`src/rtl/coeff_stats_if.sv`:
```
// coeff_stats_if: block coefficient stream and statistics handshake bundle
//  master: drives blk_abort, coef_in, coef_valid, stat_ready
//  slave : drives coef_ready, stat_valid, total_coeff, trailing_ones,
//          t1_signs, total_zeros, coeff_token_addr
interface coeff_stats_if #(parameter int CW = 16) ();
  logic          blk_abort;
  logic [CW-1:0] coef_in;
  logic          coef_valid;
  logic          coef_ready;
  logic          stat_valid;
  logic          stat_ready;
  logic [4:0]    total_coeff;
  logic [1:0]    trailing_ones;
  logic [2:0]    t1_signs;
  logic [3:0]    total_zeros;
  logic [6:0]    coeff_token_addr;
  modport master (
    output blk_abort, coef_in, coef_valid, stat_ready,
    input  coef_ready, stat_valid, total_coeff, trailing_ones, t1_signs,
           total_zeros, coeff_token_addr
  );
  modport slave (
    input  blk_abort, coef_in, coef_valid, stat_ready,
    output coef_ready, stat_valid, total_coeff, trailing_ones, t1_signs,
           total_zeros, coeff_token_addr
  );
endinterface

```
`src/rtl/coeff_stats_scanner.sv`:
```
// coeff_stats_scanner: CAVLC block statistics (TotalCoeff, TrailingOnes, signs, TotalZeros)
//  clk   : rising-edge clock
//  rst_n : asynchronous active-low reset
//  bus   : coeff_stats_if.slave -- reverse zig-zag coefficient stream in,
//          block statistics and coeff_token address out (valid in HOLD)
module coeff_stats_scanner #(
  parameter int CW        = 16,
  parameter int NUM_COEFF = 16
) (
  input  logic           clk,
  input  logic           rst_n,
  coeff_stats_if.slave   bus
);
  localparam logic [0:0] S_SCAN = 1'b0;
  localparam logic [0:0] S_HOLD = 1'b1;
  logic [0:0] state_q, state_d;
  logic [4:0] idx_q, idx_d;
  logic [4:0] tc_q, tc_d;
  logic [1:0] t1_q, t1_d;
  logic [2:0] sg_q, sg_d;
  logic [3:0] tz_q, tz_d;
  logic       closed_q, closed_d;
  logic       seen_q, seen_d;
  logic       nz, is_one, clr, take;
  assign nz     = bus.coef_in != '0;
  assign is_one = bus.coef_in == CW'(1) || bus.coef_in == '1;
  // abort wins over everything; a completed handshake also returns to an empty block
  assign clr    = bus.blk_abort || (state_q == S_HOLD && bus.stat_ready);
  assign take   = state_q == S_SCAN && bus.coef_valid;
  always_comb begin
    state_d  = state_q;
    idx_d    = idx_q;
    tc_d     = tc_q;
    t1_d     = t1_q;
    sg_d     = sg_q;
    tz_d     = tz_q;
    closed_d = closed_q;
    seen_d   = seen_q;
    if (clr) begin
      state_d  = S_SCAN;
      idx_d    = '0;
      tc_d     = '0;
      t1_d     = '0;
      sg_d     = '0;
      tz_d     = '0;
      closed_d = 1'b0;
      seen_d   = 1'b0;
    end else if (take) begin
      idx_d   = idx_q + 5'd1;
      state_d = idx_q == 5'(NUM_COEFF - 1) ? S_HOLD : S_SCAN;
      if (nz) begin
        tc_d   = tc_q + 5'd1;
        seen_d = 1'b1;
        // the trailing-ones run stays open across zeros; any other non-zero ends it
        if (!closed_q && is_one && t1_q != 2'd3) begin
          sg_d[t1_q] = bus.coef_in[CW-1];
          t1_d       = t1_q + 2'd1;
        end else begin
          closed_d = 1'b1;
        end
      end else if (seen_q) begin
        tz_d = tz_q + 4'd1;
      end
    end
  end
  always_ff @(posedge clk or negedge rst_n) begin
    if (!rst_n) begin
      state_q  <= S_SCAN;
      idx_q    <= '0;
      tc_q     <= '0;
      t1_q     <= '0;
      sg_q     <= '0;
      tz_q     <= '0;
      closed_q <= 1'b0;
      seen_q   <= 1'b0;
    end else begin
      state_q  <= state_d;
      idx_q    <= idx_d;
      tc_q     <= tc_d;
      t1_q     <= t1_d;
      sg_q     <= sg_d;
      tz_q     <= tz_d;
      closed_q <= closed_d;
      seen_q   <= seen_d;
    end
  end
  assign bus.coef_ready       = state_q == S_SCAN;
  assign bus.stat_valid       = state_q == S_HOLD;
  assign bus.total_coeff      = tc_q;
  assign bus.trailing_ones    = t1_q;
  assign bus.t1_signs         = sg_q;
  assign bus.total_zeros      = tz_q;
  assign bus.coeff_token_addr = {t1_q, tc_q};
endmodule

```
`src/flat_wrapper.sv`:
```
// flat-port wrapper written by rule: the top's interface ports become plain ports
module coeff_stats_scanner_flat 
#(
  parameter int CW        = 16,
  parameter int NUM_COEFF = 16
)
  (clk, rst_n, bus_blk_abort, bus_coef_in, bus_coef_valid, bus_stat_ready, bus_coef_ready, bus_stat_valid, bus_total_coeff, bus_trailing_ones, bus_t1_signs, bus_total_zeros, bus_coeff_token_addr);
  coeff_stats_if #(.CW(CW)) bus_i ();
  input  logic clk;
  input  logic rst_n;
  input wire logic [$bits(bus_i.blk_abort)-1:0] bus_blk_abort;
  input wire logic [$bits(bus_i.coef_in)-1:0] bus_coef_in;
  input wire logic [$bits(bus_i.coef_valid)-1:0] bus_coef_valid;
  input wire logic [$bits(bus_i.stat_ready)-1:0] bus_stat_ready;
  output wire logic [$bits(bus_i.coef_ready)-1:0] bus_coef_ready;
  output wire logic [$bits(bus_i.stat_valid)-1:0] bus_stat_valid;
  output wire logic [$bits(bus_i.total_coeff)-1:0] bus_total_coeff;
  output wire logic [$bits(bus_i.trailing_ones)-1:0] bus_trailing_ones;
  output wire logic [$bits(bus_i.t1_signs)-1:0] bus_t1_signs;
  output wire logic [$bits(bus_i.total_zeros)-1:0] bus_total_zeros;
  output wire logic [$bits(bus_i.coeff_token_addr)-1:0] bus_coeff_token_addr;
  assign bus_i.blk_abort = bus_blk_abort;
  assign bus_i.coef_in = bus_coef_in;
  assign bus_i.coef_valid = bus_coef_valid;
  assign bus_i.stat_ready = bus_stat_ready;
  assign bus_coef_ready = bus_i.coef_ready;
  assign bus_stat_valid = bus_i.stat_valid;
  assign bus_total_coeff = bus_i.total_coeff;
  assign bus_trailing_ones = bus_i.trailing_ones;
  assign bus_t1_signs = bus_i.t1_signs;
  assign bus_total_zeros = bus_i.total_zeros;
  assign bus_coeff_token_addr = bus_i.coeff_token_addr;
  coeff_stats_scanner #(.CW(CW), .NUM_COEFF(NUM_COEFF)) u_core (.clk(clk), .rst_n(rst_n), .bus(bus_i));
endmodule
```
`config.mk`:
```
export PLATFORM = sky130hd
export DESIGN_NAME = coeff_stats_scanner_flat
export DESIGN_NICKNAME = d
export VERILOG_FILES = /design/src/rtl/coeff_stats_if.sv /design/src/rtl/coeff_stats_scanner.sv /design/src/flat_wrapper.sv
export SDC_FILE = /design/constraint.sdc
export NUM_CORES = 1
export LEC_CHECK = 0
export CAP_MARGIN = 0
export CORE_MARGIN = 2
export CORE_UTILIZATION = 45
export DETAILED_ROUTE_END_ITERATION = 7
export GPL_ROUTABILITY_DRIVEN = 0
export PLACE_DENSITY = 0.81
export SYNTH_ARGS = -nofsm -noshare
export SYNTH_HDL_FRONTEND = slang
export SYNTH_SLANG_ARGS = --single-unit
```
`constraint.sdc`:
```
create_clock -name clk -period 4 [get_ports clk]
set_input_delay 0.4 -clock clk [delete_from_list [all_inputs] [get_ports clk]]
set_output_delay 0.4 -clock clk [all_outputs]
set_load 0.05 [all_outputs]
```
==> results of run 1 <==
## power breakdown
part / total, mW / switching [mW] / internal [mW]
Combinational: 0.0755 / 0.0415 / 0.0340
Sequential: 0.235 / 0.00607 / 0.228
Clock: 0.0992 / 0.0642 / 0.0351
## registers in the layout, indices dropped and copies added, names as in the netlist
signal	count
u_core.bus.t1_signs	3
u_core.bus.total_coeff	5
u_core.idx_q	5
u_core.bus.stat_valid	1
u_core.bus.trailing_ones	2
u_core.seen_q	1
u_core.closed_q	1
u_core.bus.total_zeros	4
## critical path, cell delays in order
cell and delay [ns]:
clkdlybuf4s50_1 0.41, or4_1 0.55, or4_4 0.46, o32ai_4 0.42
a21boi_0 0.16, o21a_1 0.19
## cell type report
type                            instances  area (sq um)  share of cell area [%]
Multi-Input combinational cell         88         616.8                   36.60
Tap cell                               31         38.79                   2.301
Inverter                                7         26.28                   1.559
Sequential cell                        22         550.5                   32.67
Clock buffer                            3         22.52                   1.336
Timing Repair Buffer                   43         430.4                   25.54
## per-layer routing
metal / up-vias / share of wire (%)
met5: - / 0
met4: 0 / 0.62
met3: 2 / 5.2
met2: 27 / 53
met1: 511 / 41
li1: 518 / -
## logic make-up after synthesis
group	share of synthesized area [%]
XOR/XNOR	6.268
adder cells (fa/ha/maj)	7.961
flip-flops	43.78
multiplexers	2.388
AO/OA/AOI/OAI	13.93
AND/OR/NAND/NOR	18.51
buffers and inverters	7.164
## worst max-delay path by stage
stage / to / cells past startpoint
6_report: u_core.bus.t1_signs[0]$_DFFE_PN0P_ / 6
5_1_grt: u_core.bus.total_coeff[4]$_DFFE_PN0P_ / 5
4_1_cts: u_core.bus.t1_signs[0]$_DFFE_PN0P_ / 6
3_5_place_dp: u_core.bus.t1_signs[0]$_DFFE_PN0P_ / 6
3_3_place_gp: u_core.bus.t1_signs[1]$_DFFE_PN0P_ / 6
2_1_floorplan: u_core.bus.t1_signs[0]$_DFFE_PN0P_ / 5
## metrics by stage
stage	utilization, %	cells	power, mW	hold slack [ns]	setup slack [ns]
4_1_cts	62.19	194	0.4138	0.5068	1.638
5_1_grt	62.19	194	0.4271	0.5457	1.504
3_5_place_dp	61.36	191	0.3154	0.4808	1.306
2_1_floorplan	-	127	0.2775	0.1044	1.856
6_report	62.19	194	0.4093	0.5030	1.622
3_3_place_gp	61.36	191	0.3128	0.4760	1.366
## placed cells by master (no fill, tap or decap), types with 3 or more instances in the layout
master and count:
clkdlybuf4s50_1 43, dfrtp_1 22, nor2_1 15, ha_1 8
inv_1 7, nor4_1 5, xnor2_1 5, nand4_1 5
a21oi_1 5, and3_1 4, o21ai_0 4, o21a_1 4
nand3_1 4, xor2_1 4, nand2_1 3, or4_1 3
mux2i_1 3, o211ai_1 3, a21boi_0 3, clkbuf_4 3
==> impl_metrics.csv, run 1 <==
group,metric,value,unit
run_status,status,"finished clean",
grt,top_usage_layer,"met2",
layout,drive_gt1_share,3.067,%
clock_tree,clock_latency,0.30,ns
grt,grt_max_degree,23,
grt,grt.met2_usage,35.22,%
timing,slew_headroom,36.24,%
layout,nFillCells,244,
synth,synthTopCellsByArea,"dfrtp_1, ha_1, nor2_1",
drt,wl_per_cell,14.09,um
clock_tree,cts-resized-gates,0,
placement,portBuffers,43,
synth,yosysSeqAreaShare,43.78,%
synth,avgSynthCellArea,9.901,sq um
min_path,holdPathStages,1,
grt,grt-ovfl-total,0,
synth,yosysMostFrequentCell,"dfrtp_1",
layout,design_area,1685,sq um
die,core_area,2710,sq um
synth,synthTopCellsByCount,"dfrtp_1, nor2_1, ha_1",
clock_tree,ctsLongestPathBuffers,2,
clock_tree,numCtsBuffers,3,
drt,via_per_inst,5.454,
worst_setup_path,worst-path-max-fanout,9,
synth,ys_seq_elements,22,
worst_setup_path,crit_start,"bus_coef_in[1]",
grt,grt_util_met1,21.12,%
worst_setup_path,crit_type,"input port to register",
synth,synthArstFlopShare,100.0,%
min_path,hold_start,"u_core.closed_q$_DFFE_PN0P_",
placement,place_hpwl,2.148,mm
worst_setup_path,critPathCaptureType,"register",
die,die_w,56.86,um
timing,maxSlewViolCount,0,
synth,syn_inst,127,
grt,grt_pass1_wl,4.767,mm
timing,period_needed,2.378,ns
die,initial_core_util,46.40,%
clock_tree,cts_tree,"yes",
grt,use_met3,3.456,%
die,rows,19,
clock_tree,htree_levels,1,
layout,syn2layout_area_growth,34.03,%
min_path,min_to,"u_core.closed_q$_DFFE_PN0P_",
worst_setup_path,r2r-start,"u_core.bus.stat_valid$_DFFE_PN0N_",
clock_tree,clock-sinks,22,
layout,n_antenna_cell,0,
clock_tree,postCtsSetupBuffers,0,
worst_setup_path,reg2reg_slack,1.83,ns
die,dieArea,3233,sq um
timing,fmax,420.6,MHz
worst_setup_path,worstSetupStartpointType,"input port",
drt,drtPass1Iterations,4,
grt,grt_pass1_vias,1113,
drt,postRouteAntennaNets,0,
timing,timing.final.crit_share,59.44,%
power_and_ir_drop,p_per_area,242.9,nW/um^2
timing,hold_viol_final,0,
placement,post_dp_cell_area,1663,sq um
synth,syn_area,1257,sq um
timing,finalSetupViolCount,0,
worst_setup_path,r2r-end,"u_core.bus.total_coeff[4]$_DFFE_PN0P_",
die,die_y,56.86,um
drt,routed_wl,2.734,mm
grt,antenna_found_initial,0,
power_and_ir_drop,p_leak,0.6983,nW
min_path,hold_class,"register to register",
job,drv_cap,0,
die,ios,44,
synth,ys_warn_count,0,
timing,skew,0.006039,ns
grt,grt_usage,18.74,%
drt,drc_errors,0,
clock_tree,cts-root-buf,"clkbuf_4",
synth,ys.flop_type,"dfrtp_1",
clock_tree,path_clk_slew,0.12,ns
timing,worst_pin_slew,0.9534,ns
timing,rsz0062_at_grt,"false",
worst_setup_path,cp.arrival,2.58,ns
worst_setup_path,worstPathRequired,4.21,ns
power_and_ir_drop,max-vdd-ir-drop,200.8,uV
synth,ys_types,31,
drt,drtIter0Drc,42,
synth,synth_top_area_share,43.78,%
timing,tns,0,ns
drt,vias,1058,
synth,synth-edff-count,0,
synth,synth_fp_nets,156,
clock_tree,cts_hold_buf,0,
worst_setup_path,reg2reg_depth,4,
layout,nNetsFinal,194,
synth,synth_top_area_cell,"dfrtp_1",
(Power assumes the default switching activity.)
==> inputs of run 2 (changes only) <==
CORE_UTILIZATION = 44   (was 45)
PLACE_DENSITY = 0.79   (was 0.81)
clock period = 2.3 ns   (was 4 ns; I/O delays follow)
==> impl_metrics.csv, run 2 (synthesized netlist as in run 1, its figures left out) <==
group,metric,value,unit
drt,drc_errors,0,
timing,rsz0062_at_grt,"false",
worst_setup_path,critPathCaptureType,"register",
clock_tree,cts-resized-gates,0,
worst_setup_path,worstPathRequired,2.51,ns
layout,design_area,1729,sq um
layout,syn2layout_area_growth,37.51,%
worst_setup_path,r2r-end,"u_core.bus.t1_signs[2]$_DFFE_PN0P_",
power_and_ir_drop,p_per_area,444.5,nW/um^2
power_and_ir_drop,switching_power,0.2107,mW
grt,grt_pass1_vias,1096,
clock_tree,clock-sinks,22,
grt,grt-ovfl-total,0,
clock_tree,cts_hold_buf,0,
layout,final_cell_mix,"clkdlybuf4s50_1, dfrtp_1, nor2_1",
drt,wl_per_cell,14.71,um
grt,grt_pass1_wl,4.781,mm
clock_tree,numCtsBuffers,3,
min_path,hold_class,"input port to asynchronous set/reset pin",
drt,vias,1084,
drt,drtIter0Drc,26,
power_and_ir_drop,p_leak,0.7247,nW
timing,skew,0.003851,ns
job,drv_cap,0,
clock_tree,cts-root-buf,"clkbuf_4",
die,dieArea,3302,sq um
layout,layoutNonFillerInstCount,199,
layout,drive_gt1_share,5.952,%
timing,maxSlewViolCount,0,
die,rows,19,
layout,nFillCells,239,
power_and_ir_drop,pwr-share-comb,18.1,%
worst_setup_path,cp.arrival,2.43,ns
timing,period_needed,2.218,ns
power_and_ir_drop,power.internal,0.5580,mW
timing,hold_viol_final,0,
power_and_ir_drop,switching_share,27.41,%
layout,mostFrequentLayoutCell,"clkdlybuf4s50_1",
grt,antenna_found_initial,0,
timing,holdWs,0.2435,ns
timing,worst_pin_slew,0.5369,ns
worst_setup_path,worstSetupStartpointType,"input port",
placement,portBuffers,43,
layout,nNetsFinal,198,
timing,slew_headroom,64.21,%
clock_tree,path_clk_slew,0.13,ns
worst_setup_path,reg2reg_depth,5,
timing,timing.final.crit_share,96.41,%
placement,place_hpwl,2.230,mm
layout,n_antenna_cell,0,
die,die_w,57.46,um
grt,grt_max_degree,23,
die,initial_core_util,46.00,%
clock_tree,htree_levels,1,
timing,tns,0,ns
timing,fmax,451.0,MHz
drt,drtPass1Iterations,4,
clock_tree,postCtsSetupBuffers,0,
die,ios,44,
timing,finalSetupViolCount,0,
clock_tree,cts_tree,"yes",
die,die_y,57.46,um
clock_tree,ctsLongestPathBuffers,2,
worst_setup_path,worst-path-max-fanout,9,
clock_tree,clock_latency,0.32,ns
power_and_ir_drop,p_seq_share,53.0,%
run_status,status,"finished clean",
drt,via_per_inst,5.447,
worst_setup_path,r2r-start,"u_core.bus.stat_valid$_DFFE_PN0N_",
placement,post_dp_cell_area,1693,sq um
power_and_ir_drop,p_clk_share,28.9,%
die,core_area,2734,sq um
drt,routed_wl,2.928,mm
placement,placed_cells,195,
power_and_ir_drop,max-vdd-ir-drop,413.9,uV
layout,regArea,550.5,sq um
worst_setup_path,crit_type,"input port to register",
grt,grt_usage,18.63,%
layout,multi_input_area,616.8,sq um
worst_setup_path,reg2reg_slack,0.35,ns
drt,postRouteAntennaNets,0,
-- run 2: cell types whose count changed in the layout (fill, tap and decap cells not counted) --
cell / change
buf_4: +4
clkbuf_8: +1
-- run 2: per-layer routing --
layer  wire length, um  vias up  part of all wire [%]  GRT usage, %
li1                  -      532                     -             -
met1              1256      514                    43         22.09
met2              1424       33                    49         32.63
met3               203        5                   6.9         3.175
met4                42        0                   1.4         8.638
met5                 0        -                     0             0
-- run 2: per-stage QoR --
| step | power (mW) | utilization, % | setup slack, ns |
|---|---|---|---|
| after floorplan | 0.4826 | - | 0.3243 |
| after global placement | 0.5500 | 61.92 | -0.1642 |
| after detailed placement | 0.5552 | 61.92 | -0.2706 |
| after CTS | 0.7730 | 63.25 | 0.05747 |
| after global routing | 0.8025 | 63.25 | 0.01465 |
| final | 0.7687 | 63.25 | 0.08248 |
-- run 2: power groups by stage --
stage          clock network (mW)  registers, mW  logic (mW)
2_1_floorplan                   0          0.426      0.0565
3_3_place_gp                    0          0.414       0.136
3_5_place_dp                    0          0.415       0.140
4_1_cts                     0.224          0.408       0.141
5_1_grt                     0.242          0.409       0.151
6_report                    0.222          0.408       0.139
-- run 2: worst max-delay path by stage --
stage,start,end,slack [ns],depth (start not counted)
2_1_floorplan,u_core.bus.stat_valid$_DFFE_PN0N_,u_core.bus.total_zeros[1]$_DFFE_PN0P_,0.32,6
3_3_place_gp,bus_coef_in[1],u_core.bus.t1_signs[1]$_DFFE_PN0P_,-0.16,6
6_report,bus_coef_in[1],u_core.bus.t1_signs[2]$_DFFE_PN0P_,0.08,6
4_1_cts,bus_coef_in[1],u_core.bus.t1_signs[2]$_DFFE_PN0P_,0.06,6
3_5_place_dp,bus_coef_in[1],u_core.bus.t1_signs[2]$_DFFE_PN0P_,-0.27,6
5_1_grt,bus_coef_in[1],u_core.bus.t1_signs[0]$_DFFE_PN0P_,0.01,6
-- run 2: critical path: stages --
cell and delay, ns:
clkdlybuf4s50_1 0.41, or4_1 0.55, or4_4 0.46, o32ai_4 0.38, a21boi_0 0.19, o21a_1 0.21
-- run 2: layout make-up --
cell class	count	share of cell area [%]
multi-input combinational	88	35.67
inverter	7	1.520
tap	31	2.243
sequential	22	31.84
timing repair buffer	47	26.63
clock buffer	4	2.098
